### src/rtl/ds_link_pkg.sv
// Shared types and default timing for the DS link initialisation controller.
package ds_link_pkg;

  typedef enum logic [2:0] {
    ST_ERROR_RESET = 3'd0,
    ST_ERROR_WAIT  = 3'd1,
    ST_READY       = 3'd2,
    ST_STARTED     = 3'd3,
    ST_CONNECTING  = 3'd4,
    ST_RUN         = 3'd5
  } ds_link_state_t;

  // Defaults for a 100 MHz clock
  localparam int unsigned C_T_RESET_CYC    = 640;
  localparam int unsigned C_T_WAIT_CYC     = 1280;
  localparam int unsigned C_DISCONNECT_CYC = 85;

  localparam int unsigned C_TIMER_W = 11;
  localparam int unsigned C_ERR_W   = 8;

endpackage

### src/rtl/ds_link_timer.sv
// Loadable down-counter; expired is registered and high while the count sits at zero.
module ds_link_timer
  import ds_link_pkg::*;
#(
  parameter logic [C_TIMER_W-1:0] G_RST_VAL = '0
) (
  input  logic                 clk,
  input  logic                 rst_n,
  input  logic                 load,
  input  logic [C_TIMER_W-1:0] load_val,
  output logic                 expired
);

  logic [C_TIMER_W-1:0] cnt;

  always_ff @(posedge clk or negedge rst_n) begin
    if (!rst_n) begin
      cnt     <= G_RST_VAL;
      expired <= (G_RST_VAL == '0);
    end else if (load) begin
      cnt     <= load_val;
      expired <= (load_val == '0);
    end else if (cnt != '0) begin
      cnt     <= cnt - C_TIMER_W'(1);
      expired <= (cnt == C_TIMER_W'(1));
    end
  end

endmodule

### src/rtl/ds_link_ctrl.sv
// DS link bring-up and error-recovery FSM with disconnect detection and a
// saturating fault counter.
module ds_link_ctrl
  import ds_link_pkg::*;
#(
  parameter int unsigned G_T_RESET_CYC    = C_T_RESET_CYC,
  parameter int unsigned G_T_WAIT_CYC     = C_T_WAIT_CYC,
  parameter int unsigned G_DISCONNECT_CYC = C_DISCONNECT_CYC,
  parameter int unsigned G_AUTO_START     = 1
) (
  input  logic               CLK100MHZ,
  input  logic               rst_n,
  input  logic               link_start,
  input  logic               link_disable,
  input  logic               rx_bit,
  input  logic               rx_got_null,
  input  logic               rx_got_fct,
  input  logic               rx_got_data,
  input  logic               rx_parity_err,
  input  logic               err_clr,
  output logic               rx_rst_n,
  output logic               tx_en,
  output logic               tx_fct_en,
  output logic               tx_data_en,
  output logic               link_up,
  output logic [2:0]         state_o,
  output logic [C_ERR_W-1:0] err_count
);

  // Timers are loaded with N-1 so the leaving transition lands on the N-th clock
  localparam logic [C_TIMER_W-1:0] C_RESET_LD = C_TIMER_W'(G_T_RESET_CYC - 1);
  localparam logic [C_TIMER_W-1:0] C_WAIT_LD  = C_TIMER_W'(G_T_WAIT_CYC - 1);
  localparam logic [C_TIMER_W-1:0] C_DISC_LD  = C_TIMER_W'(G_DISCONNECT_CYC - 1);

  ds_link_state_t       state;
  ds_link_state_t       state_nxt;
  logic                 armed;
  logic                 armed_nxt;
  logic                 fault;
  logic                 st_expired;
  logic                 disc_expired;
  logic                 st_load;
  logic [C_TIMER_W-1:0] st_ld_val;
  logic                 disc_load;
  logic [C_ERR_W-1:0]   err_nxt;

  ds_link_timer #(.G_RST_VAL(C_RESET_LD)) u_state_timer (
    .clk      (CLK100MHZ),
    .rst_n    (rst_n),
    .load     (st_load),
    .load_val (st_ld_val),
    .expired  (st_expired)
  );

  // Held loaded until armed, then restarted by every received bit
  ds_link_timer #(.G_RST_VAL(C_DISC_LD)) u_disc_timer (
    .clk      (CLK100MHZ),
    .rst_n    (rst_n),
    .load     (disc_load),
    .load_val (C_DISC_LD),
    .expired  (disc_expired)
  );

  // Fault detection and next-state decode; strobes are ignored in ERROR_RESET
  always_comb begin
    state_nxt = state;
    fault     = 1'b0;
    if (state != ST_ERROR_RESET) begin
      fault = rx_parity_err
            | (armed & disc_expired & ~rx_bit)
            | (rx_got_data & (state != ST_RUN))
            | (rx_got_fct & (state inside {ST_ERROR_WAIT, ST_READY, ST_STARTED}));
    end

    if (fault || link_disable) begin
      state_nxt = ST_ERROR_RESET;
    end else begin
      case (state)
        ST_ERROR_RESET: if (st_expired) state_nxt = ST_ERROR_WAIT;
        ST_ERROR_WAIT:  if (st_expired) state_nxt = ST_READY;
        ST_READY:       if (link_start || (G_AUTO_START != 0)) state_nxt = ST_STARTED;
        ST_STARTED: begin
          if (rx_got_null)     state_nxt = ST_CONNECTING;
          else if (st_expired) state_nxt = ST_ERROR_RESET;
        end
        ST_CONNECTING: begin
          if (rx_got_fct)      state_nxt = ST_RUN;
          else if (st_expired) state_nxt = ST_ERROR_RESET;
        end
        ST_RUN:         state_nxt = ST_RUN;
        default:        state_nxt = ST_ERROR_RESET;
      endcase
    end

    st_load   = (state_nxt != state) | link_disable;
    st_ld_val = (state_nxt == ST_ERROR_RESET) ? C_RESET_LD : C_WAIT_LD;

    armed_nxt = (state_nxt != ST_ERROR_RESET)
              & (armed | (rx_got_null & (state != ST_ERROR_RESET)));
    disc_load = rx_bit | ~armed;

    err_nxt = err_count;
    if (err_clr)                        err_nxt = '0;
    else if (fault && (err_count != '1)) err_nxt = err_count + C_ERR_W'(1);
  end

  // State and outputs registered together from the next-state decode
  always_ff @(posedge CLK100MHZ or negedge rst_n) begin
    if (!rst_n) begin
      state      <= ST_ERROR_RESET;
      armed      <= 1'b0;
      rx_rst_n   <= 1'b0;
      tx_en      <= 1'b0;
      tx_fct_en  <= 1'b0;
      tx_data_en <= 1'b0;
      link_up    <= 1'b0;
      err_count  <= '0;
    end else begin
      state      <= state_nxt;
      armed      <= armed_nxt;
      rx_rst_n   <= (state_nxt != ST_ERROR_RESET);
      tx_en      <= (state_nxt inside {ST_STARTED, ST_CONNECTING, ST_RUN});
      tx_fct_en  <= (state_nxt inside {ST_CONNECTING, ST_RUN});
      tx_data_en <= (state_nxt == ST_RUN);
      link_up    <= (state_nxt == ST_RUN);
      err_count  <= err_nxt;
    end
  end

  assign state_o = 3'(state);

endmodule

### config.mk
export PLATFORM = sky130hd
export DESIGN_NAME = ds_link_ctrl
export DESIGN_NICKNAME = d
export VERILOG_FILES = /design/src/rtl/ds_link_pkg.sv /design/src/rtl/ds_link_timer.sv /design/src/rtl/ds_link_ctrl.sv
export SDC_FILE = /design/constraint.sdc
export NUM_CORES = 1
export LEC_CHECK = 0
export BUFFER_PORTS_ARGS = -buffer_cell sky130_fd_sc_hd__buf_2
export CAP_MARGIN = 0
export CORE_ASPECT_RATIO = 0.6
export CORE_MARGIN = 2
export CORE_UTILIZATION = 53
export DETAILED_ROUTE_END_ITERATION = 6
export PLACE_DENSITY = 0.77
export SYNTH_ARGS = -nofsm -noshare
export SYNTH_HDL_FRONTEND = slang
export SYNTH_HIERARCHICAL = 1
export SYNTH_SLANG_ARGS = --single-unit
### constraint.sdc
create_clock -name CLK100MHZ -period 2.8 [get_ports CLK100MHZ]
set_clock_uncertainty 0.15 [all_clocks]
set_input_delay 0.28 -clock CLK100MHZ [delete_from_list [all_inputs] [get_ports CLK100MHZ]]
set_output_delay 0.28 -clock CLK100MHZ [all_outputs]
set_load 0.005 [all_outputs]
# Word-level counts from Yosys, hierarchy flattened
# Index checks and enable logic that the tools add are counted.
# word_totals
latch_bits	0
romBits	0
ram_bits	0
in_bits	10
ff_bits	40
n_memories	0
# classes
multipliers	0
n_shift	0
muxes	19
order_cmp	0
eq_ne	13
n_reduce_logical	15
bitwise	14
n_div	0
n_addsub	3
# ops
cell	count
$mux 11	5
$eq 11x1->1 const B	2
$reduce_bool 11->1	2
$sub 11x1->11 const B	2
$mux 3	6
$pmux 3 s6	1
$mux 8	2
$eq 3x3->1 const B	4
$reduce_bool 3->1	4
$logic_not 11->1	1
$eq 3x2->1 const B	3
$add 8x1->8 const B	1
$ne 8x8->1 const B	1
$reduce_bool 2->1	4
$and 1x1->1	6
$logic_not 3->1	2
$or 1x1->1	6
$mux 1	5
$eq 3x1->1 const B	1
$ne 3x3->1	1
$ne 3x3->1 const B	1
$not 1->1	2
$logic_and 1x1->1	1
$logic_or 1x1->1	1

# Logic depth before layout (Yosys ltp)
# Gate-level depths: netlist of the first run.
# depth
ltp_word	12
ltp_mapped	11
depth_no_buf	9

# Modules after synthesis
# Netlist of the first run, hierarchy kept.
# modules_own_cells
mod	seq_area_each_um2	area_per_inst_um2	instances	cells_each
ds_link_ctrl	400.4	982.2	1	107
ds_link_timer (u_state_timer)	310.3	725.7	1	71
ds_link_timer (u_disc_timer)	304.0	719.4	1	71

# Least setup slack after synthesis of the first run
# No wires, ideal clock.
# synth_timing
path_kind	register -> register
startpoint	reg state[1] (netlist: state_o[1])
endpoint	reg u_state_timer.cnt[2]
setup_ps	91
t_arrival_ps	2399
stages_incl_launch_ff	10
required_time_ps	2559
slack_ps	160
path_buffers	3
path_cell_list	dfrtp_1 buf_6 nand3b_4 a2111oi_4 or2_2 nand4_1 a221o_1 clkbuf_1 clkbuf_1 o31ai_1
# synth_between
elab_chain_cells	10
word_cells_on_any_way	26
# synth_rtl
element	line	source
from (decl)	ds_link_ctrl.sv:35	ds_link_state_t state;
from (signal assigned)	ds_link_ctrl.sv:119	state <= state_nxt;
$eq 3x1->1, or another cell as far along	ds_link_ctrl.sv:72, ds_link_ctrl.sv:78	
$reduce_bool 3->1 / $and 1x1->1 (equally long branches)	ds_link_ctrl.sv:72, ds_link_ctrl.sv:71	
$and 1x1->1 / $or 1x1->1 (equally long branches)	ds_link_ctrl.sv:72, ds_link_ctrl.sv:71	
$or 1x1->1	ds_link_ctrl.sv:72	| (rx_got_fct & (state inside {ST_ERROR_WAIT, ST_READY, ST_STARTED}));
$mux 1	ds_link_ctrl.sv:68	if (state != ST_ERROR_RESET) begin
$logic_or 1x1->1	ds_link_ctrl.sv:75	if (fault || link_disable) begin
$mux 3	ds_link_ctrl.sv:75	
$ne 3x3->1 *	ds_link_ctrl.sv:95	st_load = (state_nxt != state) | link_disable;
$or 1x1->1 *	ds_link_ctrl.sv:95	
net st_load	ds_link_ctrl.sv:42	logic st_load;
$mux 11 / $reduce_bool 2->1 (equally long branches)	n/a	
to (signal assigned)	ds_link_timer.sv:21	cnt <= load_val;
to (signal assigned)	ds_link_timer.sv:24	cnt <= cnt - C_TIMER_W'(1);
to (decl)	ds_link_timer.sv:14	logic [C_TIMER_W-1:0] cnt;
# The timed path passes the listed nets; every way through them passes the cells marked *.
# A chain may end at the register's enable or synchronous reset.

# Worst setup path in the final report of the first run
# layout_timing
startpoint	reg state[2] (netlist: state_o[2])
endpoint	reg u_state_timer.cnt[4]
# The elaborated chain is that of the path after synthesis.

==> results.sh, run 1 <==
export IMPL_outcome="finished clean"
export IMPL_path_class="reg2reg"
export IMPL_yosysWarnings=6
export IMPL_reg2reg_to="u_state_timer/cnt[4]"
export IMPL_r2r_start="state_o[2]"
export IMPL_top_usage_layer="met1"
export IMPL_path_max_fanout=11
export IMPL_synth_avg_cell_area_um2=9.75
export IMPL_clock_sinks=40
export IMPL_final_core_util_pct=63.1
export IMPL_wl_per_cell_um=13.1
export IMPL_synth_seq_cells=40
export IMPL_fmax_ghz=0.384
export IMPL_rows=19
export IMPL_synth_edf_count=0
export IMPL_ys_seq_area_share_pct=41.8
export IMPL_worstMarginPinSlew_ns=0.870
export IMPL_numCtsBuffers=5
export IMPL_synthCells=249
export IMPL_use_met3_pct=4.70
export IMPL_clockBufferDepth=2
export IMPL_antenna_found_initial=0
export IMPL_dp_slack_ns=0.131
export IMPL_met2_usage_pct=28.4
export IMPL_coreArea_um2=4490
export IMPL_drtPass1Iterations=4
export IMPL_slew_violations=0
export IMPL_overflow=0
export IMPL_post_route_drc_count=0
export IMPL_min_path_type="in2reg"
export IMPL_detail_route_antenna_nets=0
export IMPL_clk_latency_ns=0.29
export IMPL_grt_max_degree=41
export IMPL_ir_drop_uv=185
export IMPL_dieArea_um2=5150
export IMPL_final_cell_mix="36 x conb_1, 28 x dfrtp_1, 26 x nand2_1"
export IMPL_ff2ff_setup_slack_ns=0.19
export IMPL_critPathArrivalTime_ns=2.66
export IMPL_synthFlopType="dfrtp_1"
export IMPL_nets=323
export IMPL_dpl_instance_area_um2=2720
export IMPL_fill_cells=376
export IMPL_routed_via_density=5.18
export IMPL_io_pins=26
export IMPL_setup_viol_count_final=0
export IMPL_fin_crit_sh_pct=93.1
export IMPL_grt_use_met1_pct=34.1
export IMPL_fin_crit_ns=2.61
export IMPL_cts_tree="done"
export IMPL_start_util_pct=54.0
export IMPL_antennaDiodeCount=0
export IMPL_startpoint_type="flip-flop"
export IMPL_ff2ff_path_depth=7
export IMPL_dp_cells=363
export IMPL_vias=1921
export IMPL_root_buffer="clkbuf_8"
export IMPL_dpl_hpwl_mm=3.57
export IMPL_cap_viol_max_count=0
export IMPL_grt_pass1_vias=1829
export IMPL_area_growth_pct=16.8
export IMPL_die_w_um=91.4
export IMPL_layout_drive_gt1_share_pct=22.1
export IMPL_cp_end_kind="flip-flop"
export IMPL_place_congestion=0.807
export IMPL_setup_tns_ns=0
export IMPL_grt_pass1_wl_mm=8.61
export IMPL_holdWs_ns=0.103
export IMPL_numPortBuffers=24
export IMPL_h_tree_depth=2
export IMPL_hold_start="err_clr"
export IMPL_holdPathStages=2
export IMPL_dieHeight_um=56.4
export IMPL_holdPathEnd="err_count[5]"
export IMPL_wl_mm=4.86
export IMPL_fin_cells=371
export IMPL_layout_commonest_cell="conb_1"
export IMPL_leakage_nw=1.37
export IMPL_syn_area_um2=2430
export IMPL_p_per_area_nw_per_um2=429
export IMPL_drt_iter0_drc=124
export IMPL_crit_required_ns=2.85
export IMPL_finalWorstSetupSlack_ns=0.193
export IMPL_finalHoldViolCount=0
export IMPL_async_flop_share_pct=100
export IMPL_fin_area_um2=2840
export IMPL_clk_pin_slew_ns=0.07
export IMPL_synthDistinctLibCells=50
export IMPL_relSlewSlack_pct=42.0
export IMPL_grtUsageTotal_pct=21.3
export IMPL_rsz0062_at_grt="no"
export IMPL_totalPowerFinal_mw=1.22
[worst max path at each step]
stage                     from                    to  depth (start not counted)
finish              state_o[2]  u_state_timer/cnt[4]                          7
global route        state_o[2]  u_state_timer/cnt[4]                          7
CTS                 state_o[0]  u_state_timer/cnt[6]                          6
detailed placement  state_o[0]  u_state_timer/cnt[7]                          6
global placement    state_o[0]  u_state_timer/cnt[9]                          6
floorplan           state_o[1]  u_state_timer/cnt[2]                          9
[cell families (layout without fill, tap and decap cells)]
family          Yosys count  after routing  synth area share, %
mux                       5              5                 2.16
xor+xnor                 20             20                 7.22
simple gates            104            104                 26.4
buf+inv                  27             52                 5.10
other cells               2             36                0.309
compound gates           46             46                 14.4
fa+ha+maj                 5              5                 2.58
flops                    40             40                 41.8
[worst max-delay path: stages (launching register included)]
cell       delay, ns
dfrtp_1         0.53
and2b_2         0.31
a2111oi_4       0.04
or2_2           0.32
a311o_1         0.28
a221o_2         0.45
buf_4           0.20
o31ai_1         0.23
[sequential cells by signal, indices dropped and copies added (netlist names)]
signal                 cells
u_state_timer/expired      1
u_state_timer/cnt         11
rx_rst_n                   1
state_o                    3
err_count                  8
u_disc_timer/expired       1
armed                      1
u_disc_timer/cnt          11
link_up                    1
tx_en                      1
tx_fct_en                  1
[synthesized netlist by cell type, types with 2 or more instances]
cell type   n  area (um^2)
nand3_1     9         45.0
o311ai_1    2         17.5
buf_6       2         22.5
and4_1      2         17.5
conb_1      2         7.51
o21ai_0     5         25.0
or3_1       3         18.8
ha_1        5         62.6
mux2i_1     3         30.0
buf_2       3         15.0
a21o_1      3         22.5
a21oi_1     6         30.0
o31ai_1     6         45.0
o21ai_1     4         20.0
nor2_1     26         97.6
nor3_1      4         20.0
a211oi_1    3         22.5
xnor2_1    14          123
mux2_1      2         22.5
nor3b_2     4         50.1
xor2_1      6         52.6
dfrtp_1    29          726
or4_4       2         22.5
nand2_1    26         97.6
nor4_1     10         62.6
a31oi_1     2         12.5
inv_1      14         52.6
nor4_4      4         85.1
and3_1      3         18.8
clkbuf_1    5         18.8
nand4_1     4         25.0
dfstp_2    11          289
a22o_1      8         70.1
[metal layers]
layer,vias up,part of all wire [%]
met4,0,1.1
met1,893,53
li1,969,-
met3,7,6.2
met2,52,40
met5,-,0
[layout make-up]
| class | count | area, um^2 | area share, % |
|---|---|---|---|
| repair buffers | 30 | 168 | 5.91 |
| well taps | 63 | 78.8 | 2.78 |
| clock buffers | 7 | 96.3 | 3.40 |
| flip-flops and latches | 40 | 1020 | 35.8 |
| inverters | 15 | 56.3 | 1.99 |
| multi-input cells | 216 | 1420 | 50.1 |
[report_power, final]
group          total [mW]  switching (mW)  internal [mW]
clock network       0.409           0.190          0.219
logic               0.145          0.0778         0.0670
registers           0.663          0.0439          0.619
total                1.22           0.312          0.906
[timing repair]
| action | 4_1_cts | 5_1_grt |
|---|---|---|
| hold buffers | 1 | 0 |
| setup buffers | 0 | 0 |
| endpoints found under the hold margin | 29 | 0 |
| resized for setup | 0 | 3 |
| setup endpoints to repair | 0 | 6 |
No activity file was read; power rests on OpenSTA's default activity.
==> inputs of run 2 (changes only) <==
Settings changed: BUFFER_PORTS_ARGS -buffer_cell sky130_fd_sc_hd__buf_2 to -buffer_cell sky130_fd_sc_hd__clkbuf_2, SETUP_SLACK_MARGIN set to 0.3.
==> results.sh, run 2 (same netlist as run 1, synthesis figures left out) <==
export IMPL_dpl_hpwl_mm=3.76
export IMPL_drtPass1Iterations=4
export IMPL_clk_pin_slew_ns=0.07
export IMPL_antenna_found_initial=0
export IMPL_startpoint_type="flip-flop"
export IMPL_grtUsageTotal_pct=21.5
export IMPL_numCtsBuffers=5
export IMPL_numPortBuffers=24
export IMPL_crit_required_ns=2.89
export IMPL_final_cell_mix="36 x conb_1, 27 x dfrtp_1, 26 x nand2_1"
export IMPL_area_growth_pct=19.6
export IMPL_h_tree_depth=2
export IMPL_finalHoldViolCount=29
export IMPL_relSlewSlack_pct=35.1
export IMPL_rsz0062_at_grt="yes"
export IMPL_reg_largest_list="u_disc_timer/cnt (11), u_state_timer/cnt (11), err_count (8)"
export IMPL_ir_drop_uv=335
export IMPL_critPathMaxStageDelay_ns=0.48
export IMPL_vias=1941
export IMPL_overflow=0
export IMPL_start_util_pct=54.0
export IMPL_hold_buffers=0
export IMPL_worst_path_max_delay_cell="dfrtp_2"
export IMPL_rows=19
export IMPL_clock_sinks=40
export IMPL_setup_tns_ns=0
export IMPL_violations="hold timing"
export IMPL_reg2reg_to="u_state_timer/cnt[6]"
export IMPL_outcome="finished, violations left"
export IMPL_wl_mm=5.11
export IMPL_io_pins=26
export IMPL_place_congestion=0.840
export IMPL_dp_slack_ns=0.191
export IMPL_fin_crit_ns=2.50
export IMPL_leakage_nw=1.39
export IMPL_coreArea_um2=4490
export IMPL_dieHeight_um=56.4
export IMPL_routed_via_density=5.13
export IMPL_ff2ff_setup_slack_ns=0.30
export IMPL_detail_route_antenna_nets=0
export IMPL_layout_drive_gt1_share_pct=25.1
export IMPL_clk_latency_ns=0.30
export IMPL_fin_crit_sh_pct=89.2
export IMPL_p_per_area_nw_per_um2=419
export IMPL_root_buffer="clkbuf_8"
export IMPL_dieArea_um2=5150
export IMPL_clockBufferDepth=2
export IMPL_antennaDiodeCount=0
export IMPL_finalWorstSetupSlack_ns=0.304
export IMPL_critPathArrivalTime_ns=2.58
export IMPL_cts_tree="done"
export IMPL_grt_max_degree=41
export IMPL_wl_per_cell_um=13.5
export IMPL_ff2ff_path_depth=8
export IMPL_grt_pass1_wl_mm=8.64
export IMPL_holdWs_ns=-0.0175
export IMPL_slew_violations=0
export IMPL_cp_end_kind="flip-flop"
export IMPL_path_class="reg2reg"
export IMPL_layout_commonest_cell="conb_1"
export IMPL_min_path_type="in2async"
export IMPL_drt_iter0_drc=137
export IMPL_setup_viol_count_final=0
export IMPL_cap_viol_max_count=0
export IMPL_die_w_um=91.4
export IMPL_grt_pass1_vias=1791
export IMPL_cp_cell_sequence="buf_4 -> nor2_2 -> o21ai_0 -> o221a_1 -> a311o_1 -> a221o_2 -> nor2_1 -> a22o_1"
export IMPL_r2r_start="state_o[0]"
export IMPL_path_max_fanout=7
export IMPL_nets=329
export IMPL_fmax_ghz=0.401
export IMPL_post_route_drc_count=0
export IMPL_worstMarginPinSlew_ns=0.973
run 2: changes by cell type in the layout (fill, tap and decap cells not counted), moves of 2 or more:
cell / before / now
clkbuf_1: 0 / 2
clkbuf_2: 0 / 24
buf_2: 24 / 0
buf_4: 5 / 11
run 2: critical path, delay by kind of cell, from the launching register on:
| kind | cells | cell delay, ns |
|---|---|---|
| compound gates | 5 | 1.17 |
| simple gates | 2 | 0.44 |
| flops | 1 | 0.48 |
| buf+inv | 1 | 0.19 |
run 2: metal layers:
| layer | up-vias | GRT usage (%) | routed length, um |
|---|---|---|---|
| met5 | - | 0 | 0 |
| met4 | 0 | 7.14 | 63 |
| met3 | 7 | 4.83 | 265 |
| met2 | 44 | 29.3 | 2060 |
| met1 | 909 | 33.6 | 2720 |
| li1 | 981 | - | - |
run 2: final cells by class:
class	count	area (um^2)
fill	383	1590
timing repair buffer	36	214
multi-input combinational	216	1450
sequential	40	1020
inverter	15	56.3
clock buffer	8	90.1
tap	63	78.8
run 2: stage by stage:
stage               cell area [um^2]  std cells  util, %  hold WS [ns]  total power, mW
floorplan                       2580        283        -        -0.166            0.775
global placement                2750        365     61.1         0.339            0.813
detailed placement              2750        365     61.1         0.328            0.819
CTS                             2860        375     63.6        0.0152             1.21
global route                    2900        378     64.6        0.0630             1.28
finish                          2900        378     64.6       -0.0175             1.22
run 2: worst max-delay path by stage:
stage	startpoint	end	cells past startpoint
after floorplan	state_o[2]	u_state_timer/expired	10
after global placement	state_o[1]	u_state_timer/expired	8
after detailed placement	state_o[0]	u_state_timer/expired	9
after CTS	state_o[2]	u_state_timer/cnt[3]	8
after global routing	state_o[0]	u_state_timer/expired	10
final	state_o[0]	u_state_timer/cnt[6]	8
run 2: repair_timing:
action,4_1_cts,5_1_grt
setup endpoints to repair,10,8
buffers inserted,2,3
gates resized for setup,4,6
pin swaps,3,5
run 2: report_power, final:
| group | switching, mW | internal (mW) | total, mW |
|---|---|---|---|
| Sequential | 0.0471 | 0.619 | 0.666 |
| Clock | 0.192 | 0.201 | 0.393 |
| Combinational | 0.0837 | 0.0737 | 0.157 |
==> inputs of run 3 (changes only) <==
Settings changed: CORE_UTILIZATION 53 to 52, PLACE_DENSITY 0.77 to 0.76, SYNTH_HIERARCHICAL 1 to not set.
==> results.sh, run 3 <==
export IMPL_path_class="reg2reg"
export IMPL_clk_latency_ns=0.30
export IMPL_finalHoldViolCount=29
export IMPL_finalWorstSetupSlack_ns=0.409
export IMPL_ir_drop_uv=294
export IMPL_syn_num_nets=230
export IMPL_start_util_pct=53.2
export IMPL_wl_mm=4.41
export IMPL_fin_crit_ns=2.39
export IMPL_cap_viol_max_count=0
export IMPL_place_congestion=0.825
export IMPL_fin_crit_sh_pct=85.4
export IMPL_post_route_drc_count=0
export IMPL_holdWs_ns=-0.0196
export IMPL_grtUsageTotal_pct=20.5
export IMPL_syn_area_um2=2160
export IMPL_drtPass1Iterations=4
export IMPL_switching_share_pct=21.9
export IMPL_coreArea_um2=4050
export IMPL_numPortBuffers=24
export IMPL_fmax_ghz=0.418
export IMPL_switchingPower_uw=233
export IMPL_clockBufferDepth=2
export IMPL_ff2ff_path_depth=6
export IMPL_io_pins=26
export IMPL_die_w_um=87.2
export IMPL_leakage_nw=1.13
export IMPL_vias=1684
export IMPL_routed_via_density=5.69
export IMPL_area_growth_pct=14.6
export IMPL_root_buffer="clkbuf_8"
export IMPL_dpl_instance_area_um2=2340
export IMPL_totalPowerFinal_mw=1.06
export IMPL_relSlewSlack_pct=35.0
export IMPL_synth_seq_cells=40
export IMPL_dpl_hpwl_mm=3.15
export IMPL_dieArea_um2=4700
export IMPL_overflow=0
export IMPL_path_max_fanout=6
export IMPL_antennaDiodeCount=0
export IMPL_fin_area_um2=2470
export IMPL_grt_max_degree=41
export IMPL_async_flop_share_pct=100
export IMPL_dp_slack_ns=0.288
export IMPL_synth_avg_cell_area_um2=10.0
export IMPL_final_cell_mix="29 x dfrtp_1, 24 x clkbuf_2, 23 x nor2_1"
export IMPL_violations="hold timing"
export IMPL_crit_required_ns=2.88
export IMPL_grt_pass1_wl_mm=7.16
export IMPL_synth_area_leader_cell="dfrtp_1"
export IMPL_pwr_share_seq_pct=55.4
export IMPL_critPathArrivalTime_ns=2.47
export IMPL_combPwrFrac_pct=4.7
export IMPL_wl_per_cell_um=14.9
export IMPL_synthTopCellsByCount="29 x dfrtp_1, 23 x nor2_1, 14 x nand2_1, 11 x dfstp_2"
export IMPL_layout_commonest_cell="dfrtp_1"
export IMPL_synthCells=215
export IMPL_synth_most_common_cell="dfrtp_1"
export IMPL_detail_route_antenna_nets=0
export IMPL_slew_violations=0
export IMPL_netlist_top_cells_area="dfrtp_1 34%, dfstp_2 13%, xnor2_1 4.1%, nor2_1 4.0%, xor2_1 3.2%"
export IMPL_ys_seq_area_share_pct=47.0
export IMPL_grt_pass1_vias=1484
export IMPL_yosysWarnings=0
export IMPL_worstMarginPinSlew_ns=0.974
export IMPL_rows=18
export IMPL_rsz0062_at_grt="no"
export IMPL_antenna_found_initial=0
export IMPL_min_path_type="in2async"
export IMPL_clk_pin_slew_ns=0.07
export IMPL_p_per_area_nw_per_um2=429
export IMPL_nets=260
export IMPL_power_frac_clock_pct=39.9
export IMPL_setup_viol_count_final=0
export IMPL_synthDistinctLibCells=48
export IMPL_synthFlopType="dfrtp_1"
export IMPL_cp_end_kind="flip-flop"
export IMPL_startpoint_type="flip-flop"
export IMPL_cts_tree="done"
export IMPL_layout_drive_gt1_share_pct=26.8
export IMPL_yosysTopAreaCellShare_pct=33.6
export IMPL_hold_buffers=0
export IMPL_synth_edf_count=0
export IMPL_p_int_uw=828
export IMPL_setup_tns_ns=0
export IMPL_outcome="finished, violations left"
export IMPL_dieHeight_um=53.9
export IMPL_reg_largest_list="u_disc_timer.cnt (11), u_state_timer.cnt (11), err_count (8)"
export IMPL_h_tree_depth=2
export IMPL_drt_iter0_drc=89
export IMPL_numCtsBuffers=5
export IMPL_clock_sinks=40
-- run 3: changes by cell type after synthesis, moves of 5 or more --
cell	change
nand2_1	-12
or3_1	+5
inv_1	-5
a22o_1	-8
o21ai_0	+5
nor3_1	+6
nor4_1	-6
-- run 3: power groups by stage --
stage / logic [mW] / registers, mW / clock network [mW]
final: 0.0501 / 0.588 / 0.423
after global routing: 0.0563 / 0.588 / 0.453
after floorplan: 0.0237 / 0.598 / 0
after CTS: 0.0495 / 0.588 / 0.433
after global placement: 0.0471 / 0.598 / 0
after detailed placement: 0.0480 / 0.599 / 0
-- run 3: cells by family after synthesis --
group                    count (synthesis)  synth area share (%)
buffers and inverters                   17                  3.42
multiplexers                             6                  2.84
XOR/XNOR                                18                  7.30
AND/OR/NAND/NOR                         92                  24.0
AO/OA/AOI/OAI                           37                  12.5
adder cells (fa/ha/maj)                  5                  2.90
flip-flops                              40                  47.0
-- run 3: stage by stage --
step / std cells / util, %
3_5_place_dp: 286 / 57.7
3_3_place_gp: 286 / 57.7
6_report: 296 / 61.0
4_1_cts: 294 / 60.4
2_1_floorplan: 215 / -
5_1_grt: 296 / 61.0
-- run 3: worst paths after layout --
kind,slack (ns),end,from
max,0.41,u_state_timer.cnt[9],armed
max in group asynchronous,1.92,u_disc_timer.cnt[9],rst_n
min,-0.02,err_count[0],rst_n
min in group CLK100MHZ,0.10,state_o[1],link_disable
min reg2reg,0.37,u_disc_timer.cnt[10],u_disc_timer.cnt[10]
max reg2reg,0.41,u_state_timer.cnt[9],armed
-- run 3: metal layers --
layer	global-route usage (%)	part of all wire, %	up-vias
li1	-	-	822
met1	30.9	53	810
met2	27.7	40	44
met3	5.21	5.7	8
met4	8.21	1.5	0
met5	0	0	-
-- run 3: worst max-delay path, stage by stage (launching register included) --
cell,delay (ns)
dfrtp_1,0.41
and3b_1,0.22
a2111oi_4,0.42
nor2_2,0.14
nor4_4,0.35
a2bb2oi_4,0.25
mux2_2,0.37
-- run 3: cell type report --
class,instances,area (um^2)
Clock buffer,8,100
Fill cell,344,1580
Inverter,9,33.8
Multi-Input combinational cell,158,1090
Sequential cell,40,1010
Tap cell,50,62.6
Timing Repair Buffer,31,173
-- run 3: repair_timing --
item,4_1_cts,5_1_grt
pin swaps,0,2
resized for setup,1,1
setup buffers,0,2
gates cloned,0,0
setup endpoints to repair,1,3
hold endpoints to repair,0,0
